$ cat config.mk
export PLATFORM = sky130hd
export DESIGN_NAME = rv32i_regfile_sb_flat
export DESIGN_NICKNAME = d
export VERILOG_FILES = /design/src/rtl/rv32i_regfile_sb_if.sv /design/src/rtl/rv32i_regfile_sb.sv /design/src/flat_wrapper.sv
export SDC_FILE = /design/constraint.sdc
export NUM_CORES = 2
export LEC_CHECK = 0
export CAP_MARGIN = 20
export CORE_MARGIN = 1
export CORE_UTILIZATION = 60
export CTS_CLUSTER_SIZE = 8
export DETAILED_ROUTE_END_ITERATION = 16
export GPL_TIMING_DRIVEN = 0
export PLACE_DENSITY = 0.81
export SYNTH_ARGS = -nofsm -noshare
export SYNTH_HDL_FRONTEND = slang
export SYNTH_SLANG_ARGS = --single-unit
$ cat constraint.sdc
create_clock -name clk -period 8.05 [get_ports clk]
set_input_delay 1.61 -clock clk [delete_from_list [all_inputs] [get_ports clk]]
set_output_delay 1.61 -clock clk [all_outputs]
set_load 0.01 [all_outputs]
$ cat src/rtl/rv32i_regfile_sb_if.sv
// rv32i_regfile_sb_if: decode/writeback bundle for the scoreboarded register file
interface rv32i_regfile_sb_if #(
  parameter int XLEN  = 32,
  parameter int NREGS = 32,
  parameter int NRD   = 2
);
  logic [NRD*5-1:0]       rd_addr;
  logic [NRD*XLEN-1:0]    rd_data;
  logic [NRD-1:0]         rd_busy;
  logic                   wr_en;
  logic [4:0]             wr_addr;
  logic [XLEN-1:0]        wr_data;
  logic                   claim_en;
  logic [4:0]             claim_addr;
  logic                   flush;
  logic [$clog2(NREGS):0] pending_cnt;
  modport master (
    output rd_addr, wr_en, wr_addr, wr_data, claim_en, claim_addr, flush,
    input  rd_data, rd_busy, pending_cnt
  );
  modport slave (
    input  rd_addr, wr_en, wr_addr, wr_data, claim_en, claim_addr, flush,
    output rd_data, rd_busy, pending_cnt
  );
endinterface

$ cat src/rtl/rv32i_regfile_sb.sv
// rv32i_regfile_sb: parametrised register file with per-register pending-write scoreboard
module rv32i_regfile_sb #(
  parameter int XLEN   = 32,
  parameter int NREGS  = 32,
  parameter int NRD    = 2,
  parameter int BYPASS = 1
) (
  input logic clk,
  input logic rst,
  rv32i_regfile_sb_if.slave bus
);
  localparam int AW = $clog2(NREGS);
  localparam int CW = AW + 1;
  logic [XLEN-1:0]     regs [NREGS];
  logic [NREGS-1:0]    pending;
  logic [NREGS-1:0]    pending_nx;
  logic [CW-1:0]       cnt;
  logic [CW-1:0]       cnt_nx;
  logic [NRD*XLEN-1:0] rd_data;
  logic [NRD-1:0]      rd_busy;
  logic                wr_ok;
  logic                claim_ok;

  // x0 and addresses beyond the implemented file are never stored or tracked
  function automatic logic valid(input logic [4:0] a);
    return a != 5'd0 && (a >> AW) == 5'd0;
  endfunction

  assign wr_ok    = bus.wr_en && valid(bus.wr_addr);
  assign claim_ok = bus.claim_en && valid(bus.claim_addr) && !bus.flush;

  // next scoreboard state: a claim outranks a same-cycle write, flush drops everything
  always_comb begin
    pending_nx = bus.flush ? '0 : pending;
    if (wr_ok) pending_nx[bus.wr_addr[AW-1:0]] = 1'b0;
    if (claim_ok) pending_nx[bus.claim_addr[AW-1:0]] = 1'b1;
    cnt_nx = '0;
    for (int k = 0; k < NREGS; k++) cnt_nx = cnt_nx + CW'(pending_nx[k]);
  end

  // array, scoreboard and its population count all move on the same edge
  always_ff @(posedge clk) begin
    if (!rst) begin
      pending <= '0;
      cnt     <= '0;
      for (int k = 0; k < NREGS; k++) regs[k] <= '0;
    end else begin
      pending <= pending_nx;
      cnt     <= cnt_nx;
      if (wr_ok) regs[bus.wr_addr[AW-1:0]] <= bus.wr_data;
    end
  end

  // per-port combinational read, forwarding the writeback value when enabled
  always_comb begin
    rd_data = '0;
    rd_busy = '0;
    for (int i = 0; i < NRD; i++) begin
      logic [4:0] a;
      logic       hit;
      a   = bus.rd_addr[5*i +: 5];
      hit = BYPASS != 0 && bus.wr_en && bus.wr_addr == a && rst;
      rd_data[XLEN*i +: XLEN] = !valid(a) ? '0 : hit ? bus.wr_data : regs[a[AW-1:0]];
      rd_busy[i] = valid(a) && !hit && pending[a[AW-1:0]];
    end
  end

  assign bus.rd_data     = rd_data;
  assign bus.rd_busy     = rd_busy;
  assign bus.pending_cnt = cnt;
endmodule

$ cat src/flat_wrapper.sv
// flat-port wrapper written by rule: the top's interface ports become plain ports
module rv32i_regfile_sb_flat 
#(
  parameter int XLEN   = 32,
  parameter int NREGS  = 32,
  parameter int NRD    = 2,
  parameter int BYPASS = 1
)
  (clk, rst, bus_rd_addr, bus_wr_en, bus_wr_addr, bus_wr_data, bus_claim_en, bus_claim_addr, bus_flush, bus_rd_data, bus_rd_busy, bus_pending_cnt);
  rv32i_regfile_sb_if #(.XLEN(XLEN), .NREGS(NREGS), .NRD(NRD)) bus_i ();
  input logic clk;
  input logic rst;
  input wire logic [$bits(bus_i.rd_addr)-1:0] bus_rd_addr;
  input wire logic [$bits(bus_i.wr_en)-1:0] bus_wr_en;
  input wire logic [$bits(bus_i.wr_addr)-1:0] bus_wr_addr;
  input wire logic [$bits(bus_i.wr_data)-1:0] bus_wr_data;
  input wire logic [$bits(bus_i.claim_en)-1:0] bus_claim_en;
  input wire logic [$bits(bus_i.claim_addr)-1:0] bus_claim_addr;
  input wire logic [$bits(bus_i.flush)-1:0] bus_flush;
  output wire logic [$bits(bus_i.rd_data)-1:0] bus_rd_data;
  output wire logic [$bits(bus_i.rd_busy)-1:0] bus_rd_busy;
  output wire logic [$bits(bus_i.pending_cnt)-1:0] bus_pending_cnt;
  assign bus_i.rd_addr = bus_rd_addr;
  assign bus_i.wr_en = bus_wr_en;
  assign bus_i.wr_addr = bus_wr_addr;
  assign bus_i.wr_data = bus_wr_data;
  assign bus_i.claim_en = bus_claim_en;
  assign bus_i.claim_addr = bus_claim_addr;
  assign bus_i.flush = bus_flush;
  assign bus_rd_data = bus_i.rd_data;
  assign bus_rd_busy = bus_i.rd_busy;
  assign bus_pending_cnt = bus_i.pending_cnt;
  rv32i_regfile_sb #(.XLEN(XLEN), .NREGS(NREGS), .NRD(NRD), .BYPASS(BYPASS)) u_core (.clk(clk), .rst(rst), .bus(bus_i));
endmodule
==> run metrics <==
RSZ-0062 raised after global routing no; clock sinks around 1,100; CTS H-tree depth 4; static leakage between 20 and 25 nW; Clock power frac between 40 and 50%; cell area after placement 61,700 um2; Seq cells post-synth between 1,000 and 1,500; first-pass GRT wire length approximately 300 mm; max_slew headroom between 10 and 15%; Crit. End Element primary output; routability cong. 1.04; initial antenna violation count 17; register area share after synthesis 54.3%; WHS Endpoint u_core.pending[25]; Final nets roughly 4,400; TritonRoute pass-1 iters 12; share of post-route cells with drive strength above 1 about a fifth; crit path kind in2out; Global Route Usage Sum about 44%; HP Start u_core.pending[25]; dominant cells by area after synthesis edfxtp_1, mux4_2, and2_1; clock transition at the registers of the reported paths around 0.05 ns; critical path fanouts, max 10; worst path required time ~6.4 ns; TritonCTS clock tree yes; Logic pwr share 13.8%; Pwr Total 0.0143 W; Buffers on Ports approximately 120; Hold Crit Class reg2reg; setup violators final 1; crit path from bus_rd_addr[7]; most frequent cells in the layout and2_1, edfxtp_1, mux4_2, clkbuf_1, mux2i_1; cell taking the most area after synthesis edfxtp_1; Final ANT Viol Nets 0; total grt overflow 0; asr flop ratio synth 0%; cts hold-fix bufs 0; Avg Inst Size Synth 14.4 um2; Non-Filler Cell Area, Final 65,800 um2; number of global-route vias before repair a little over 40,000; number of synthesized flops with an enable pin about 1,000; row count about 110; vias ~42,000; final worst setup slack -0.0694 ns; Root Buffer clkbuf_16; Flop pwr share between 40% and 50%; slew at the pin closest to its max-slew limit 1.34 ns; outcome complete, but fails checks; most common cell after layout, fill and taps aside and2_1; # Post-CTS Setup Buffers 0; register-to-register setup slack about 2.6 ns; ys flop type edfxtp_1; die area 97,900 um2; DR vias/cell about 7.4; # placed instances around 5,500; CP startpoint kind input pin; DRC 0; switching share of power between 20% and 30%; crit path DAT ~6.5 ns; Synth warnings 0; Layout Skew about 0.016 ns; RR Startpoint u_core.pending[1]; Detailed Place HPWL 157 mm; Tmin final 8.12 ns; Final Cycle Share 101%; sw power around 0.0038 W; TritonCTS buffer count 150; fin. max-slew vios 0; final WL around 220 mm; Yosys top cell area share a little over half; Cell Pwr Density ~220 nW/um2; Reg2Reg Depth 19; Worst-Skew Late Latency approximately 0.76 ns; Starting Density about 61%; failing checks negative setup slack; Post-Synthesis Cells roughly 4,000; Pint 0.0105 W; Area Overhead vs Synth 13.5%; CTS max path bufs 3; Yosys cell types 57; Non-Filler Instances about 5,700; mapped cell area roughly 58,000 um2; Fmax 123 MHz; Core ar. around 95,000 um2; Final Hold Viols 0; largest net degree at the start of global routing 32; Filler Cell Count about 6,400; Worst Hold Path Cells 2; IO Pins between 100 and 150; Die Wd about 310 um; maximum vdd ir drop roughly 0.00022 V; drt initial violations 8,150; post-DR wirelength/cell around 38 um; Die Height around 310 um; max cap viols 0; r2r endpoint u_core.bus.pending_cnt[4]
-- synthesized netlist by cell type, drive strengths merged, types with 10 or more instances --
cell type / number
o21ai: 32
nand2: 111
a21oi: 34
a222oi: 31
a22oi: 33
o211ai: 32
o22ai: 33
mux2i: 251
clkbuf: 284
and2: 1041
nand3: 10
buf: 141
edfxtp: 1024
mux4: 439
nor3: 12
a32oi: 17
a221oi: 93
nor2: 72
a21o: 33
a211o: 62
fa: 24
a32o: 11
inv: 32
dfxtp: 38
a211oi: 63
-- kinds of logic (layout without fill, tap and decap cells) --
kind of cell	Yosys count	in the layout	share of synthesized area, %
AO/OA/AOI/OAI	482	482	6.46
buffers and inverters	458	797	3.63
adder cells (fa/ha/maj)	32	32	1.00
flip-flops	1062	1062	54.3
other	1	40	0.00647
multiplexers	692	692	21.4
XOR/XNOR	12	12	0.181
AND/OR/NAND/NOR	1277	1277	13.0
-- worst max-delay path by stage --
stage	endpoint	slack (ns)	depth (start not counted)
global route	u_core.bus.pending_cnt[4]	0.02	21
floorplan	u_core.bus.pending_cnt[4]	0.83	21
global placement	u_core.bus.pending_cnt[4]	-0.71	22
CTS	u_core.bus.pending_cnt[4]	0.12	22
finish	bus_rd_data[36]	-0.07	7
detailed placement	u_core.bus.pending_cnt[4]	-0.63	22
-- worst max-delay path, cell delays in order --
cell             delay, ns
clkdlybuf4s50_1       0.75
buf_2                 0.43
clkbuf_1              1.02
nor2_1                0.52
a222oi_1              1.10
o211ai_1              0.46
clkdlybuf4s50_1       0.60
-- sequential cells by signal, summed over array words and instances, names as in the netlist --
signal,count
u_core.regs,1024
u_core.pending,32
u_core.bus.pending_cnt,6
-- final cells by class --
class	instances	area (um2)	area share, %
Multi-Input combinational cell	2527	24600	37.3
Inverter	33	124	0.188
Sequential cell	1062	31500	47.9
Tap cell	1265	1580	2.40
Timing Repair Buffer	159	1950	2.96
Clock buffer	167	3880	5.89
Clock inverter	13	218	0.331
Antenna cell	8	20.0	0.0304
Buffer	425	1980	3.01
-- repair_timing --
item	in CTS	in global routing
gates resized for setup	0	1
endpoints found under the setup margin	0	1
endpoints found under the hold margin	0	0
-- per-layer routing --
metal / part of all wire [%] / vias up / GRT usage (%)
met5: 0.025 / - / 0
met4: 6.3 / 8 / 23.1
met3: 18 / 813 / 20.1
met2: 42 / 4305 / 62.2
met1: 33 / 20800 / 57.5
li1: - / 16100 / -
-- power groups by stage --
stage | clock, W | combinational (W) | sequential [W]
global route | 0.00592 | 0.00198 | 0.00657
CTS | 0.00572 | 0.00187 | 0.00653
detailed placement | 0 | 0.00186 | 0.00663
global placement | 0 | 0.00179 | 0.00661
finish | 0.00578 | 0.00198 | 0.00655
floorplan | 0 | 0.00106 | 0.00657
-- metrics by stage --
step	util (%)	TNS, ns	hold WS, ns	setup WS (ns)
6_report	69.0	-0.0694	0.650	-0.0694
5_1_grt	69.0	0	0.692	0.0246
4_1_cts	68.9	0	0.636	0.123
3_5_place_dp	64.6	-1.77	0.623	-0.628
3_3_place_gp	63.8	-1.81	0.599	-0.714
2_1_floorplan	-	0	0.542	0.833
No activity file was read; power rests on OpenSTA's default activity.
